## config.mk

```make
export PLATFORM = sky130hd
export DESIGN_NAME = key_repeat_ctrl
export DESIGN_NICKNAME = d
export VERILOG_FILES = /design/src/rtl/tetris_pkg.sv /design/src/rtl/key_prio_enc.sv /design/src/rtl/key_repeat_ctrl.sv
export SDC_FILE = /design/constraint.sdc
export NUM_CORES = 1
export LEC_CHECK = 0
export BUFFER_PORTS_ARGS = -buffer_cell sky130_fd_sc_hd__clkbuf_2
export CAP_MARGIN = 15
export CORE_UTILIZATION = 54
export DETAILED_ROUTE_END_ITERATION = 12
export PLACE_DENSITY = 0.82
export SLEW_MARGIN = 10
export SYNTH_ARGS = -nofsm -noshare
export SYNTH_HDL_FRONTEND = slang
export SYNTH_SLANG_ARGS = --single-unit
```

## constraint.sdc

```tcl
create_clock -name clk -period 1.91 [get_ports clk]
set_input_delay 0.382 -clock clk [delete_from_list [all_inputs] [get_ports clk]]
set_output_delay 0.382 -clock clk [all_outputs]
set_load 0.01 [all_outputs]
```

## src/rtl/tetris_pkg.sv

```systemverilog
// rtl/tetris_pkg.sv - key command codes and key_repeat_ctrl state encoding
package tetris_pkg;

   localparam logic [2:0] KEY_NONE  = 3'b000;
   localparam logic [2:0] KEY_DOWN  = 3'b100;
   localparam logic [2:0] KEY_LEFT  = 3'b101;
   localparam logic [2:0] KEY_RIGHT = 3'b110;
   localparam logic [2:0] KEY_ROT   = 3'b111;

   typedef enum logic [1:0] {
      KR_IDLE   = 2'd0,
      KR_DELAY  = 2'd1,
      KR_REPEAT = 2'd2,
      KR_HOLD   = 2'd3
   } kr_state_e;

endpackage

```

## src/rtl/key_prio_enc.sv

```systemverilog
// rtl/key_prio_enc.sv - priority encoder from held key levels to a command code
module key_prio_enc
   import tetris_pkg::*;
(
   input  logic       down_i,
   input  logic       left_i,
   input  logic       right_i,
   input  logic       up_i,
   output logic [2:0] code_o
);

   always_comb begin
      code_o = KEY_NONE;
      if (down_i)       code_o = KEY_DOWN;
      else if (left_i)  code_o = KEY_LEFT;
      else if (right_i) code_o = KEY_RIGHT;
      else if (up_i)    code_o = KEY_ROT;
   end

endmodule

```

## src/rtl/key_repeat_ctrl.sv

```systemverilog
// rtl/key_repeat_ctrl.sv - held keys to one-cycle game commands with auto-repeat
module key_repeat_ctrl
   import tetris_pkg::*;
#(
   parameter int INIT_DELAY    = 25_000_000,
   parameter int REPEAT_PERIOD = 5_000_000
) (
   input  logic       clk,
   input  logic       rst,
   input  logic       left,
   input  logic       right,
   input  logic       down,
   input  logic       up,
   input  logic       space,
   output logic [2:0] key_cmd,
   output logic       game_rst
);

   localparam int CNT_MAX = (INIT_DELAY > REPEAT_PERIOD) ? INIT_DELAY : REPEAT_PERIOD;
   localparam int CNT_W   = $clog2(CNT_MAX);
   localparam logic [CNT_W-1:0] INIT_LAST   = CNT_W'(INIT_DELAY - 1);
   localparam logic [CNT_W-1:0] REPEAT_LAST = CNT_W'(REPEAT_PERIOD - 1);

   logic             left_q, right_q, down_q, up_q, space_q, space_qq;
   kr_state_e        state_q, state_d;
   logic [2:0]       active_q, active_d;
   logic [CNT_W-1:0] cnt_q, cnt_d;
   logic [2:0]       key_cmd_q, key_cmd_d;
   logic             game_rst_q;
   logic [2:0]       code;

   key_prio_enc u_enc (
      .down_i  (down_q),
      .left_i  (left_q),
      .right_i (right_q),
      .up_i    (up_q),
      .code_o  (code)
   );

   always_ff @(posedge clk) begin
      if (rst) begin
         left_q     <= 1'b0;
         right_q    <= 1'b0;
         down_q     <= 1'b0;
         up_q       <= 1'b0;
         space_q    <= 1'b0;
         space_qq   <= 1'b0;
         state_q    <= KR_IDLE;
         active_q   <= KEY_NONE;
         cnt_q      <= '0;
         key_cmd_q  <= KEY_NONE;
         game_rst_q <= 1'b0;
      end else begin
         left_q     <= left;
         right_q    <= right;
         down_q     <= down;
         up_q       <= up;
         space_q    <= space;
         space_qq   <= space_q;
         state_q    <= state_d;
         active_q   <= active_d;
         cnt_q      <= cnt_d;
         key_cmd_q  <= key_cmd_d;
         game_rst_q <= space_q & ~space_qq;
      end
   end

   // A new non-zero code always wins, so key changes while held restart the timers.
   always_comb begin
      state_d   = state_q;
      active_d  = active_q;
      cnt_d     = cnt_q;
      key_cmd_d = KEY_NONE;
      if (code != KEY_NONE && code != active_q) begin
         key_cmd_d = code;
         active_d  = code;
         cnt_d     = '0;
         state_d   = (code == KEY_ROT) ? KR_HOLD : KR_DELAY;
      end else if (code == KEY_NONE && state_q != KR_IDLE) begin
         state_d  = KR_IDLE;
         active_d = KEY_NONE;
         cnt_d    = '0;
      end else begin
         case (state_q)
            KR_DELAY: begin
               if (cnt_q == INIT_LAST) begin
                  key_cmd_d = active_q;
                  cnt_d     = '0;
                  state_d   = KR_REPEAT;
               end else begin
                  cnt_d = cnt_q + 1'b1;
               end
            end
            KR_REPEAT: begin
               if (cnt_q == REPEAT_LAST) begin
                  key_cmd_d = active_q;
                  cnt_d     = '0;
               end else begin
                  cnt_d = cnt_q + 1'b1;
               end
            end
            default: ;
         endcase
      end
   end

   assign key_cmd  = key_cmd_q;
   assign game_rst = game_rst_q;

endmodule

```

==> impl_metrics.py, run 1 <==
metrics = {
    "outcome": {
        "outcome": "completed",
    },
    "global_routing": {
        "grt_pass1_vias": 1725,
        "grt_first_pass_wirelength_microns": 8050,
        "grt_usage": 0.266,
        "grt_util_met2": 0.422,
        "met3_usage": 0.0785,
        "grt_start_max_net_pins": 30,
        "globalRouteMet1Util": 0.328,
        "grt.busiest_layer": "met2",
        "grt-ovfl-total": 0,
        "antenna_found_initial": 0,
    },
    "critical_path": {
        "critical_path.reg2reg.startpoint": "state_q[0]",
        "crit-reg2reg-capture": "cnt_q[22]",
        "r2r_cell_count": 9,
        "worstPathBufferInverterCount": 3,
        "slowest_stage": "or4b_4",
        "critical-path-top-cell-by-count": "nor3_4",
        "crit_path_max_incr_delay_ns": 0.46,
        "worst-endpoint-arrival_ns": 2.08,
        "cp-end-kind": "register",
        "worst_path_fanout_max": 6,
        "type_of_origin_of_the_critical_path": "register",
        "timing_worst_setup_path_type": "register to register",
        "critical_path.top_delay_family": "simple AND/OR/NAND/NOR gates",
        "r2r_setup_slack_ns": 0.01,
        "critical_path.cell_chain": "inv_4 -> ha_4 -> or4b_4 -> nor3_4 -> a21oi_2 -> nor3_4 -> buf_6 -> buf_12 -> nor3_1",
        "worst_ep_required_time_ns": 2.09,
    },
    "timing": {
        "final_hold_viol_count": 0,
        "timing.fmax_mhz": 527,
        "post-route-min-period_ns": 1.90,
        "finalSetupTns_ns": 0,
        "final_critical_path_setup_slack_ns": 0.0125,
        "fin_crit_sh": 0.993,
        "setup_viol": 0,
        "finClkSkew_ns": 0.00894,
        "max_slew_margin": 0.637,
        "slew_violations": 0,
        "finalHoldWorstSlack_ns": 0.291,
        "rsz_0062_raised_after_global_routing": "yes",
        "timing_worst_slew_pin_value_ns": 0.540,
    },
    "drt": {
        "final_antenna_net_count": 0,
        "initialDrtViolationCount": 91,
        "aggregate_routed_wire_length_microns": 4730,
        "first_pass_iters": 4,
        "route.vias.total": 1788,
        "remaining_drc_errors": 0,
        "viasPerCell": 5.88,
        "final_routed_wire_length_divided_by_cell_count_microns": 15.5,
    },
    "clocking": {
        "clockRootBuffer": "clkbuf_8",
        "tritoncts_sinks": 40,
        "clock_latency_ns": 0.30,
        "numCtsBuffers": 5,
        "h-tree-depth": 2,
        "cts_tree": "built",
        "cts.path.max_buffers": 2,
        "clk_pin_slew_worst_paths_ns": 0.08,
    },
    "final_layout": {
        "area_occupied_by_registers_sq_um": 803,
        "area_delta_synth_final_pct": 28.4,
        "design_area_final_sq_um": 2570,
        "design.final.nets": 268,
        "drive_gt1_frac": 0.322,
        "multi_input_area_sq_um": 1270,
        "layout_commonest_cell": "dfxtp_1",
        "utilization": 0.747,
        "most-common-layout-cells": "38 x dfxtp_1, 22 x buf_4, 20 x xnor2_1",
        "fill_cells": 238,
        "final_cell_count_no_fill": 304,
        "antennaDiodeCount": 0,
    },
    "placement": {
        "post_dp_cell_area_sq_um": 2300,
        "preCtsSetupSlack_ns": -0.0280,
        "io_buffers": 10,
        "dp_hpwl_microns": 3140,
        "finalWeightedCongestion": 0.897,
        "number_of_cells_after_detailed_placement": 291,
    },
    "logic_synthesis": {
        "syn-cell-area_sq_um": 2000,
        "post_synth_main_area_contributors": "dfxtp_1 40%, xnor2_1 8.7%, nor3_1 4.2%",
        "netlist_instances": 221,
        "number_of_distinct_library_cell_variants_in_the_gate_level_netlist_after_synthesis": 45,
        "ys_seq_elements": 40,
        "synthDominantCellAreaShare": 0.400,
        "synth_enable_flop_cells": 0,
        "yosys.area.top_type": "dfxtp_1",
        "syn-mean-instance-area_sq_um": 9.06,
        "synthArstFlopShare": 0,
        "synth_ff_type": "dfxtp_1",
        "yosysWarningCount": 0,
        "yosysSeqAreaShare": 0.400,
        "synth_fp_nets": 232,
    },
    "floorplan": {
        "floorplan_die_area_sq_um": 3960,
        "rows": 21,
        "chipWidth_microns": 62.9,
        "initial_utilization": 0.582,
        "height_of_the_die_microns": 62.9,
        "core-area_sq_um": 3440,
        "ioPinCount": 11,
    },
    "power_and_ir_drop": {
        "cellPowerDensity_nw_per_um2": 715,
        "post-layout-total-power_mw": 1.84,
        "irDropWorstVdd_uv": 593,
        "power_leakage_nw": 0.931,
    },
    "hold_path": {
        "timing.hold.worst.start": "down",
        "hold-path-cell-count": 2,
        "min_path_type": "input port to register",
        "worstHoldEndpoint": "down_q",
    },
    "run": {
        "max_cap_viol_count": 0,
    },
}
-- worst register-to-register path, cell delays in order, from the launching register on --
cell and delay, ns:
dfxtp_2 0.34, inv_4 0.07, ha_4 0.12, or4b_4 0.46, nor3_4 0.16, a21oi_2 0.08, nor3_4 0.24, buf_6 0.15
buf_12 0.11, nor3_1 0.04
-- state kept, by name, summed over array words and instances, names as in the netlist --
| register | flops |
|---|---|
| space_q | 1 |
| active_q | 3 |
| down_q | 1 |
| cnt_q | 25 |
| key_cmd | 3 |
| state_q | 2 |
| space_qq | 1 |
| game_rst | 1 |
| left_q | 1 |
| right_q | 1 |
| up_q | 1 |
-- cell type report --
cell class	instances	area share
well taps	46	0.0224
repair buffers	37	0.109
flip-flops and latches	40	0.312
inverters	9	0.0141
clock inverters	1	0.0117
multi-input cells	164	0.493
clock buffers	7	0.0375
-- kinds of logic after synthesis --
family          Yosys count  synth area share
fa+ha+maj                 4            0.0250
compound gates           21            0.0693
simple gates            114             0.359
flops                    40             0.400
xor+xnor                 25             0.109
buf+inv                  17            0.0381
-- cell usage after synthesis, drive strengths merged, types with 4 or more instances --
master	instances
dfxtp	40
nor2	18
buf	5
inv	9
nor2b	9
nand2	15
xor2	5
nor3	26
nor4	10
nand4	7
o21ai	4
ha	4
nand3	6
a21oi	7
xnor2	20
nand3b	4
-- worst max path at each step --
stage                from    endpoint  slack [ns]  cells after the start
2_1_floorplan  state_q[0]   cnt_q[21]      -0.004                      8
3_3_place_gp   state_q[0]  key_cmd[2]       0.008                      8
3_5_place_dp   state_q[0]  key_cmd[2]       -0.03                      8
4_1_cts        state_q[0]    cnt_q[3]      -0.005                      9
5_1_grt        state_q[1]   cnt_q[18]       -0.09                      7
6_report       state_q[0]   cnt_q[22]        0.01                      9
-- report_power, final --
part	switching [mW]	internal [mW]	total, mW
clock	0.301	0.461	0.762
combinational	0.102	0.0923	0.195
sequential	0.0225	0.859	0.881
-- metal layers --
layer	vias to the layer above	part of all wire
met4	0	0.028
li1	862	-
met3	18	0.057
met1	838	0.43
met2	70	0.48
met5	-	0
-- what timing repair did --
action | CTS | global route
gates resized for setup | 11 | 12
endpoints found under the setup margin | 9 | 30
hold buffers | 0 | 0
endpoints found under the hold margin | 0 | 0
pin swaps | 5 | 4
cloned | 1 | 0
buffers inserted | 3 | 2
(Power assumes the default switching activity.)
==> run 2, diff against run 1 <==
--- a/config.mk
+++ b/config.mk
@@ -7,10 +7,10 @@
 export LEC_CHECK = 0
 export BUFFER_PORTS_ARGS = -buffer_cell sky130_fd_sc_hd__clkbuf_2
 export CAP_MARGIN = 15
-export CORE_UTILIZATION = 54
+export CORE_UTILIZATION = 60
 export DETAILED_ROUTE_END_ITERATION = 12
-export PLACE_DENSITY = 0.82
-export SLEW_MARGIN = 10
+export PLACE_DENSITY = 0.86
+export REMOVE_ABC_BUFFERS = 1
 export SYNTH_ARGS = -nofsm -noshare
 export SYNTH_HDL_FRONTEND = slang
 export SYNTH_SLANG_ARGS = --single-unit
==> constraint.sdc (replaced) <==
create_clock -name clk -period 2.13 [get_ports clk]
set_input_delay 0.426 -clock clk [delete_from_list [all_inputs] [get_ports clk]]
set_output_delay 0.426 -clock clk [all_outputs]
set_load 0.01 [all_outputs]
==> impl_metrics.py, run 2 (synthesized netlist as in run 1, its figures left out) <==
metrics = {
    "outcome": {
        "outcome": "completed",
    },
    "hold_path": {
        "min_path_type": "input port to register",
    },
    "power_and_ir_drop": {
        "power_leakage_nw": 0.755,
        "irDropWorstVdd_uv": 462,
        "post-layout-total-power_mw": 1.68,
        "cellPowerDensity_nw_per_um2": 731,
    },
    "global_routing": {
        "antenna_found_initial": 0,
        "grt_pass1_vias": 1490,
        "grt-ovfl-total": 0,
        "grt_first_pass_wirelength_microns": 6960,
        "grt_start_max_net_pins": 17,
        "grt_usage": 0.264,
    },
    "floorplan": {
        "ioPinCount": 11,
        "height_of_the_die_microns": 59.8,
        "chipWidth_microns": 59.8,
        "initial_utilization": 0.646,
        "core-area_sq_um": 3100,
        "floorplan_die_area_sq_um": 3570,
        "rows": 20,
    },
    "final_layout": {
        "layout_commonest_cell": "dfxtp_1",
        "design.final.nets": 251,
        "antennaDiodeCount": 0,
        "design_area_final_sq_um": 2300,
        "area_delta_synth_final_pct": 14.6,
        "fill_cells": 246,
        "top_register": "cnt_q",
        "largest_reg_flops": 25,
        "most-common-layout-cells": "40 x dfxtp_1, 20 x xnor2_1, 18 x nor2_1",
        "drive_gt1_frac": 0.212,
    },
    "run": {
        "max_cap_viol_count": 0,
    },
    "placement": {
        "io_buffers": 10,
        "preCtsSetupSlack_ns": -0.0125,
        "dp_hpwl_microns": 2840,
        "finalWeightedCongestion": 0.903,
        "post_dp_cell_area_sq_um": 2150,
    },
    "drt": {
        "remaining_drc_errors": 0,
        "initialDrtViolationCount": 159,
        "route.vias.total": 1663,
        "first_pass_iters": 4,
        "final_antenna_net_count": 0,
        "aggregate_routed_wire_length_microns": 4090,
        "viasPerCell": 5.84,
        "final_routed_wire_length_divided_by_cell_count_microns": 14.3,
    },
    "clocking": {
        "tritoncts_sinks": 40,
        "clock_latency_ns": 0.36,
        "cts_tree": "built",
        "post-cts-setup-buffer-count": 0,
        "clk_pin_slew_worst_paths_ns": 0.12,
        "numCtsBuffers": 5,
        "clockRootBuffer": "clkbuf_4",
        "cts.path.max_buffers": 2,
        "h-tree-depth": 2,
        "cts_hold_buffers_added": 0,
    },
    "critical_path": {
        "cp-end-kind": "register",
        "timing_worst_setup_path_type": "register to register",
        "worst-endpoint-arrival_ns": 2.28,
        "worst_path_fanout_max": 7,
        "type_of_origin_of_the_critical_path": "register",
        "worst_ep_required_time_ns": 2.39,
    },
    "timing": {
        "finalSetupTns_ns": 0,
        "rsz_0062_raised_after_global_routing": "yes",
        "finClkSkew_ns": 0.00373,
        "max_slew_margin": 0.576,
        "slew_violations": 0,
        "timing_worst_slew_pin_value_ns": 0.628,
        "post-route-min-period_ns": 2.02,
        "final_critical_path_setup_slack_ns": 0.111,
        "fin_crit_sh": 0.948,
        "final_hold_viol_count": 0,
        "timing.fmax_mhz": 495,
        "setup_viol": 0,
    },
}
==> run 2: cell types whose count changed in the layout (fill, tap and decap cells not counted), sizes merged <==
cell    change
buf        -17
bufinv      +2
clkbuf      -2
==> run 2: final timing paths <==
| kind | from | slack (ns) | cells after the start | endpoint |
|---|---|---|---|---|
| hold reg to reg | space_qq | 0.39 | 1 | game_rst |
| setup / recovery | state_q[0] | 0.11 | 7 | cnt_q[23] |
| hold / removal | up | 0.27 | 2 | up_q |
| setup reg to reg | state_q[0] | 0.11 | 7 | cnt_q[23] |
==> run 2: critical path, stage by stage (launching register included) <==
cell     delay (ns)
dfxtp_1        0.38
inv_1          0.10
ha_4           0.30
nand4_2        0.09
or4_4          0.62
nor3_2         0.25
xnor2_1        0.14
nor2_1         0.06
==> run 2: routing by layer <==
layer / vias up / GRT usage / wire length [microns]
met1: 778 / 0.358 / 1900
li1: 831 / - / -
met5: - / 0 / 0
met3: 8 / 0.0584 / 190
met4: 0 / 0.106 / 65
met2: 46 / 0.406 / 1930
==> run 2: through the flow <==
stage | hold slack [ns] | utilization | instances
3_5_place_dp | 0.379 | 0.692 | 277
4_1_cts | 0.262 | 0.734 | 285
3_3_place_gp | 0.372 | 0.692 | 277
5_1_grt | 0.265 | 0.740 | 285
2_1_floorplan | 0.367 | - | 213
6_report | 0.266 | 0.740 | 285
==> run 2: area by class of cell <==
type                    count  area (sq um)  area share
well taps                  44          55.1      0.0240
repair buffers             20           125      0.0545
flip-flops and latches     40           801       0.349
clock buffers               5          37.5      0.0163
clock inverters             3          90.1      0.0392
multi-input cells         164          1150       0.502
inverters                   9          33.8      0.0147
==> run 2: timing repair <==
item                       CTS  global route
resized for setup            1             2
pin swaps                    0             2
setup endpoints to repair    4             7
==> run 2: where the power goes <==
group          internal (mW)  leakage [nW]  switching (mW)
combinational         0.0670         0.364          0.0829
clock                  0.483        0.0654           0.259
sequential             0.769         0.326          0.0177
